**src/rtl/fft_peak_reader.sv**
```systemverilog
// fft_peak_reader: scans the FFT output stream and reports the peak |X|^2 bin.
// Optional neighbour-bin magnitudes are enabled with `define FFT_PEAK_NEIGHBORS_EN.
module fft_peak_reader #(
    parameter int bit_width = 16,
    parameter int N         = 512,
    parameter int M         = 9,
    parameter int RD_LAT    = 1,
    parameter int MIN_BIN   = 1
) (
    input  logic                   clk,
    input  logic                   reset,
    input  logic                   done,
    input  logic [2*bit_width-1:0] wd,
    input  logic                   peak_ready,
    output logic                   peak_valid,
    output logic [M-1:0]           peak_bin,
    output logic [2*bit_width-1:0] peak_mag,
`ifdef FFT_PEAK_NEIGHBORS_EN
    output logic [2*bit_width-1:0] peak_mag_lo,
    output logic [2*bit_width-1:0] peak_mag_hi,
`endif
    output logic                   busy,
    output logic                   overrun
);
    localparam int W = 2 * bit_width;
    localparam logic [M-1:0] LO_BIN   = M'(MIN_BIN);
    localparam logic [M-1:0] HI_BIN   = M'(N / 2);
    localparam logic [M-1:0] LAST_BIN = M'(N - 1);
    localparam logic [1:0]   LAT_END  = 2'(RD_LAT - 1);

    typedef enum logic [2:0] {IDLE, LAT, SCAN, DRN1, DRN2, RPT} state_t;

    state_t state_q;
    logic done_q;
    logic [1:0] lat_q;
    logic [M-1:0] cnt_q;
    logic s1_vld_q, s2_vld_q;
    logic [M-1:0] s1_bin_q, s2_bin_q;
    logic signed [W-1:0] re_sq_q, im_sq_q;
    logic [W-1:0] s2_mag_q;
    logic [W-1:0] max_mag_q;
    logic [M-1:0] max_bin_q;
    logic pv_q, ovr_q;
    logic [M-1:0] pbin_q;
    logic [W-1:0] pmag_q;

    logic signed [bit_width-1:0] re, im;
    logic signed [W-1:0] re_sq, im_sq;
    logic rise, start, abort, clr, hold;
    logic scanning, s2_ok, in_win, upd;
    logic [W-1:0] nmax_mag;
    logic [M-1:0] nmax_bin;

    assign re    = wd[W-1:bit_width];
    assign im    = wd[bit_width-1:0];
    assign re_sq = re * re;
    assign im_sq = im * im;

    assign rise     = done && !done_q;
    assign start    = rise && (state_q == IDLE || state_q == RPT);
    assign abort    = !done && (state_q == LAT || state_q == SCAN);
    assign clr      = start || abort;
    assign hold     = pv_q && !peak_ready;
    // Only results of the current sweep may touch the running max.
    assign scanning = state_q == SCAN || state_q == DRN1 || state_q == DRN2;
    assign s2_ok    = s2_vld_q && scanning;
    assign in_win   = s2_bin_q >= LO_BIN && s2_bin_q < HI_BIN;
    assign upd      = s2_ok && in_win && (s2_mag_q > max_mag_q);
    assign nmax_mag = upd ? s2_mag_q : max_mag_q;
    assign nmax_bin = upd ? s2_bin_q : max_bin_q;

    always_ff @(posedge clk) begin
        if (reset) begin
            state_q   <= IDLE;
            done_q    <= done;
            lat_q     <= '0;
            cnt_q     <= '0;
            s1_vld_q  <= 1'b0;
            s2_vld_q  <= 1'b0;
            s1_bin_q  <= '0;
            s2_bin_q  <= '0;
            re_sq_q   <= '0;
            im_sq_q   <= '0;
            s2_mag_q  <= '0;
            max_mag_q <= '0;
            max_bin_q <= LO_BIN;
            pv_q      <= 1'b0;
            pbin_q    <= '0;
            pmag_q    <= '0;
            ovr_q     <= 1'b0;
        end else begin
            done_q   <= done;
            ovr_q    <= 1'b0;
            s1_vld_q <= state_q == SCAN && done;
            s1_bin_q <= cnt_q;
            re_sq_q  <= re_sq;
            im_sq_q  <= im_sq;
            s2_vld_q <= s1_vld_q;
            s2_bin_q <= s1_bin_q;
            s2_mag_q <= $unsigned(re_sq_q) + $unsigned(im_sq_q);
            if (clr) begin
                max_mag_q <= '0;
                max_bin_q <= LO_BIN;
            end else if (upd) begin
                max_mag_q <= s2_mag_q;
                max_bin_q <= s2_bin_q;
            end
            if (pv_q && peak_ready) pv_q <= 1'b0;
            unique case (state_q)
                IDLE: begin
                    if (start) begin
                        state_q <= LAT;
                        lat_q   <= '0;
                    end
                end
                LAT: begin
                    if (abort) begin
                        state_q <= hold ? RPT : IDLE;
                    end else if (lat_q == LAT_END) begin
                        state_q <= SCAN;
                        cnt_q   <= '0;
                    end else begin
                        lat_q <= lat_q + 2'd1;
                    end
                end
                SCAN: begin
                    if (abort) state_q <= hold ? RPT : IDLE;
                    else if (cnt_q == LAST_BIN) state_q <= DRN1;
                    else cnt_q <= cnt_q + M'(1);
                end
                DRN1: state_q <= DRN2;
                DRN2: begin
                    state_q <= RPT;
                    pv_q    <= 1'b1;
                    pbin_q  <= nmax_bin;
                    pmag_q  <= nmax_mag;
                    ovr_q   <= hold;
                end
                RPT: begin
                    if (start) begin
                        state_q <= LAT;
                        lat_q   <= '0;
                    end else if (peak_ready) begin
                        state_q <= IDLE;
                    end
                end
                default: state_q <= IDLE;
            endcase
        end
    end

    assign peak_valid = pv_q;
    assign peak_bin   = pbin_q;
    assign peak_mag   = pmag_q;
    assign busy       = state_q != IDLE;
    assign overrun    = ovr_q;

`ifdef FFT_PEAK_NEIGHBORS_EN
    logic [W-1:0] prev_q, lo_q, hi_q, plo_q, phi_q;
    logic arm_q;

    // prev_q trails s2 by one bin; a new max arms capture of the following bin.
    always_ff @(posedge clk) begin
        if (reset) begin
            prev_q <= '0;
            lo_q   <= '0;
            hi_q   <= '0;
            arm_q  <= 1'b0;
            plo_q  <= '0;
            phi_q  <= '0;
        end else begin
            if (clr) begin
                prev_q <= '0;
                lo_q   <= '0;
                hi_q   <= '0;
                arm_q  <= 1'b0;
            end else if (s2_ok) begin
                prev_q <= s2_mag_q;
                if (upd) begin
                    lo_q  <= prev_q;
                    hi_q  <= '0;
                    arm_q <= 1'b1;
                end else if (arm_q) begin
                    hi_q  <= s2_mag_q;
                    arm_q <= 1'b0;
                end
            end
            if (state_q == DRN2) begin
                plo_q <= lo_q;
                phi_q <= hi_q;
            end
        end
    end

    assign peak_mag_lo = plo_q;
    assign peak_mag_hi = phi_q;
`endif
endmodule
```
**config.mk**
```make
export PLATFORM = sky130hd
export DESIGN_NAME = fft_peak_reader
export DESIGN_NICKNAME = d
export VERILOG_FILES = /design/src/rtl/fft_peak_reader.sv
export SDC_FILE = /design/constraint.sdc
export NUM_CORES = 2
export LEC_CHECK = 0
export ABC_AREA = 1
export BUFFER_PORTS_ARGS = -buffer_cell sky130_fd_sc_hd__clkbuf_2
export CAP_MARGIN = 10
export CORE_MARGIN = 1
export CORE_UTILIZATION = 65
export DETAILED_ROUTE_END_ITERATION = 10
export MAX_ROUTING_LAYER = met4
export PLACE_DENSITY = 0.83
export SYNTH_ARGS = -nofsm -noshare
export SYNTH_HDL_FRONTEND = slang
export SYNTH_SLANG_ARGS = --single-unit
export TNS_END_PERCENT = 50
```
**constraint.sdc**
```tcl
create_clock -name clk -period 8.4 [get_ports clk]
set_input_delay 0.84 -clock clk [delete_from_list [all_inputs] [get_ports clk]]
set_output_delay 0.84 -clock clk [all_outputs]
set_load 0.01 [all_outputs]
```
=== Yosys cells after proc, flatten, opt, wreduce, memory -nomap -nowiden ===
Index checks and enable logic that the tools add are counted.

* Flip-flop bits (word level): 215
* Input bits: 36
* Output and inout port bits: 44
* Logic and storage cells: 94

* Add/sub/neg operators: 3
* $mul: 2
* Order comparisons: 3
* Equality and inequality tests: 16
* Mux-type cells: 22
* Bitwise logic cells: 1
* Reductions and logical operators: 30

{| class="wikitable"
|+ Operators with widths
! operator !! count
|-
| $mul 16x16->32 || 2
|-
| $mux 9 || 5
|-
| $add 32x32->32 || 1
|-
| $gt 32x32->1 || 1
|-
| $mux 32 || 1
|-
| $mux 3 || 8
|-
| $pmux 3 s6 || 1
|-
| $pmux 9 s2 || 1
|-
| $logic_and 1x1->1 || 10
|-
| $ne 2x2->1 const B || 5
|-
| $add 9x1->9 const B || 1
|-
| $eq 9x9->1 const B || 1
|-
| $ge 9x1->1 const B || 1
|-
| $lt 9x9->1 const B || 1
|-
| $reduce_and 4->1 || 2
|-
| $eq 3x2->1 const B || 2
|-
| $eq 3x3->1 const B || 2
|-
| $mux 2 || 3
|-
| $ne 3x2->1 const B || 2
|-
| $reduce_bool 2->1 || 3
|-
| $reduce_or 2->1 || 3
|-
| $logic_or 1x1->1 || 5
|-
| $reduce_and 5->1 || 1
|-
| $ne 2x1->1 const B || 2
|-
| other kinds (10) || 13
|}

=== Longest topological paths before layout ===
* Depth after elaboration: 7
* Depth in mapped cells: 27

=== Worst setup path after synthesis ===
OpenSTA, ideal clock, no wires.

* Kind: input-to-reg
* Start: in wd[1]
* End: reg im_sq_q[27]
* Library setup time: 0.113 ns
* Arrival: 6.116 ns
* Path slack: 2.171 ns
* Stages: 24
* Path buffers: 2
* Cell sequence: clkbuf_1 buf_1 nand2_1 inv_1 fa_1 fa_1 fa_1 fa_1 fa_1 inv_1 fa_1 inv_1 ha_1 nand2_1 nor2_1 inv_1 nor2_1 nand4_1 nand3_1 nand2_1 nand3_1 nand2_1 nand2_1 nor2_1

* Cells in the longest elaborated chain, start to end: 1

{| class="wikitable"
|+ Ends and longest elaborated chain
! element !! RTL line !! text
|-
| from (decl) || 13 || <nowiki>input logic [2*bit_width-1:0] wd,</nowiki>
|-
| $mul 16x16->32 || 57 || <nowiki>assign im_sq = im * im;</nowiki>
|-
| to (signal assigned) || 97 || <nowiki>im_sq_q <= im_sq;</nowiki>
|-
| to (decl) || 39 || <nowiki>logic signed [W-1:0] re_sq_q, im_sq_q;</nowiki>
|}

Every way passes these cells.
A chain may end at the register's enable or synchronous reset.

=== Worst setup path in the final report ===
* Start: in wd[31]
* End: reg re_sq_q[28]

* Cells in the longest elaborated chain, start to end: 1

{| class="wikitable"
|+ Ends and longest elaborated chain
! element !! RTL line !! text
|-
| $mul 16x16->32 || 56 || <nowiki>assign re_sq = re * re;</nowiki>
|-
| to (signal assigned) || 96 || <nowiki>re_sq_q <= re_sq;</nowiki>
|-
| to (decl) || 39 ||
|}

Every way passes these cells.

==> reports/qor.txt <==
status: finished, final reports clean
CP Depth: 19
Final nets: 4,358
first-pass GRT wire length: 105,000 um
share of layout cells above drive strength 1: 5.44%
GR Util All Layers: 30.0%
Via Count: 22.2k
fill count: 3,533
unrepaired setup endpoints after global routing: false
die area: 44,400 um2
endpoints failing hold: 0
I/O Pins: 80
critical path peak fanout: 26
Multi-input gate area: 20,000 um2
Worst-Margin Slew: 0.894 ns
most frequent cells in the layout: inv_1, nand2_1, fa_1
Distinct cells, synth: 42
Crit path buffers/inverters: 4
post-synth top area share: 33.0%
most common cell after layout, fill and taps aside: inv_1
Placeable Area: 43,000 um2
initial antenna violation count: 0
TritonRoute pass-1 iters: 8
Setup crit end: re_sq_q[28]
largest net degree at the start of global routing: 85
CTS Sinks: 213
number of global-route vias before repair: 22.4k
H-tree Lvls: 1
setup TNS: 0 ns
drt via density: 5.28
final worst-path cycle share: 73.4%
CTS Buffer Depth: 3
ys flop type: dfxtp_1
clock transition at the registers of the reported paths: 0.06 ns
post-synthesis sequential area ratio: 15.1%
Post-Route WL: 62,200 um
asr flop ratio synth: 0%
Startpoint Class: input pin
FF-to-FF setup slack: 5.00 ns
synthesized area: 28,300 um2
Synth Area per Inst: 7.86 um2
CP required: 8.86 ns
FF-to-FF Start: state_q[0]
CTS tree: built
Iteration-0 DRC Markers: 1,674
cell count after synthesis: 3,606
HPWL after detailed placement: 51,400 um
Relative slew margins: 40.4%
antenna-violating nets left: 0
cts repair resizes: 0
GP Congestion: 0.991
die height: 211 um
Max Slew Vio Count: 0
skew final: 0.0107 ns
hold buffer count at cts: 0
Hold WC Path Type: reg2reg
worst-path cell chain: clkbuf_2 > nand2_1 > inv_1 > fa_1 > fa_1 > inv_1 > fa_1 > fa_1 > fa_1 > fa_1 > inv_1 > ha_1 > nand2_1 > nor2_1 > nand2_1 > or2_2 > nand3_1 > o21ai_0 > a21oi_1
Post CTS Setup Buffer Count: 0
Slowest-stage cell, CP: fa_1
global route overflow: 0
Yosys warning count: 0
Die Wd: 211 um
WP data arrival: 6.62 ns
Inserted Diodes: 0
Setup violations, final: 0
area grow syn2layout: 5.13%
R2R cell count: 13
root buf cell: clkbuf_16
Final min period: 6.16 ns
FF-to-FF End: peak_mag[15]
Max Clk Rate: 0.162 GHz
EDFF count, synth: 0
Crit path top cell by count: fa_1
num rows: 76
WS Path Type: in2reg
routed length per instance: 14.8 um
largest area contributor in the netlist: fa_1
drc violations: 0
Port Buffers: 79
Reg area: 4260 um2
maxcap violations: 0
Worst path top cell family by delay: adder cells
Initial Util: 65.9%
max incr delay on CP: 0.76 ns
top cells by area, synth: fa_1, dfxtp_1, inv_1
Syn Nets: 4,358
critical path startpoint: wd[31]
CP endpoint kind: flop
Synth Register Bits: 213
total CTS buffers: 23
clk_lat worst skew: 0.53 ns
registers in the layout, indices dropped and copies added, names as in the netlist, 2 cells and up:
name / count
max_mag_q: 32
peak_mag: 32
s2_mag_q: 32
im_sq_q: 31
re_sq_q: 31
cnt_q: 9
max_bin_q: 9
peak_bin: 9
s1_bin_q: 9
s2_bin_q: 9
state_q: 3
lat_q: 2
per-layer routing:
| layer | part of all wire (%) | vias to the layer above | GRT usage [%] |
|---|---|---|---|
| li1 | - | 10788 | - |
| met1 | 45 | 10705 | 40.9 |
| met2 | 48 | 616 | 49.7 |
| met3 | 5.1 | 87 | 2.08 |
| met4 | 1.8 | 0 | 6.40 |
| met5 | 0 | - | - |
worst min path at each step:
stage                     start          end  slack, ns  depth (start not counted)
global route        s1_bin_q[1]  s2_bin_q[1]       0.42                          2
finish              s1_bin_q[0]  s2_bin_q[0]       0.40                          2
detailed placement  s1_bin_q[0]  s2_bin_q[0]       0.39                          2
global placement       s1_vld_q     s2_vld_q       0.39                          2
CTS                 s1_bin_q[0]  s2_bin_q[0]       0.40                          2
floorplan           s1_bin_q[0]  s2_bin_q[0]       0.39                          2
synth_stat cells, types with 2 or more instances:
cell	count
a21oi_1	227
nand2_1	564
o21ai_1	6
nand4_1	14
o21ai_2	2
nor3b_1	2
buf_1	5
nand3_1	164
o21a_1	12
xor2_1	22
nor2_1	304
dfxtp_1	213
nand2_2	44
inv_1	943
o211ai_1	3
buf_12	4
o21ai_0	111
xnor2_1	20
clkinv_1	2
o21bai_1	29
buf_2	17
nor2_2	4
or2_2	6
inv_2	8
nand3_2	2
a211oi_1	4
fa_1	467
ha_1	249
a31oi_1	3
a21o_1	19
a21boi_0	8
nor4_1	3
a31o_2	4
clkbuf_1	81
nor3_1	31
nor3_2	3
area by class of cell:
| cell class | instances | share of cell area (%) |
|---|---|---|
| clock buffers | 29 | 2.08 |
| flip-flops and latches | 213 | 14.3 |
| repair buffers | 82 | 1.41 |
| multi-input cells | 2333 | 67.2 |
| inverters | 953 | 12.0 |
| well taps | 585 | 2.46 |
| clock inverters | 12 | 0.559 |
per-stage QoR:
stage	util, %	setup slack, ns	cell area (um2)	instances	hold slack, ns
final	69.3	2.24	29800	4207	0.404
after global placement	67.5	1.84	29000	4166	0.390
after CTS	69.3	2.24	29800	4207	0.402
after detailed placement	67.5	1.73	29000	4166	0.395
after global routing	69.3	1.84	29800	4207	0.419
after floorplan	-	2.17	28300	3606	0.388
worst reg2reg max path, stage by stage (launching register included):
cell and delay, ns:
dfxtp_1 0.35, inv_2 0.09, nand2_2 0.09, nor2_4 0.08
buf_4 0.67, o21ai_1 0.16, nor2_1 0.14, nand2_1 0.08
inv_2 0.55, nand2_4 0.58, nand2_2 0.24, nand3_1 0.13
nand2_1 0.12, inv_1 0.04
cells by family (layout without fill, tap and decap cells):
group / Yosys count / count (layout) / share of synthesized area, %
AOI/OAI and AO/OA: 429 / 429 / 8.37
xor gates and xnor gates: 42 / 42 / 1.30
adders and majority gates: 716 / 716 / 44.0
buffers and inverters: 1060 / 1076 / 14.4
DFF: 213 / 213 / 15.1
and+or+nand+nor: 1146 / 1146 / 16.9
Power is left out: the tool's default activity adds up to more than one toggle a clock period on the data nets, which glitch-free logic cannot reach.
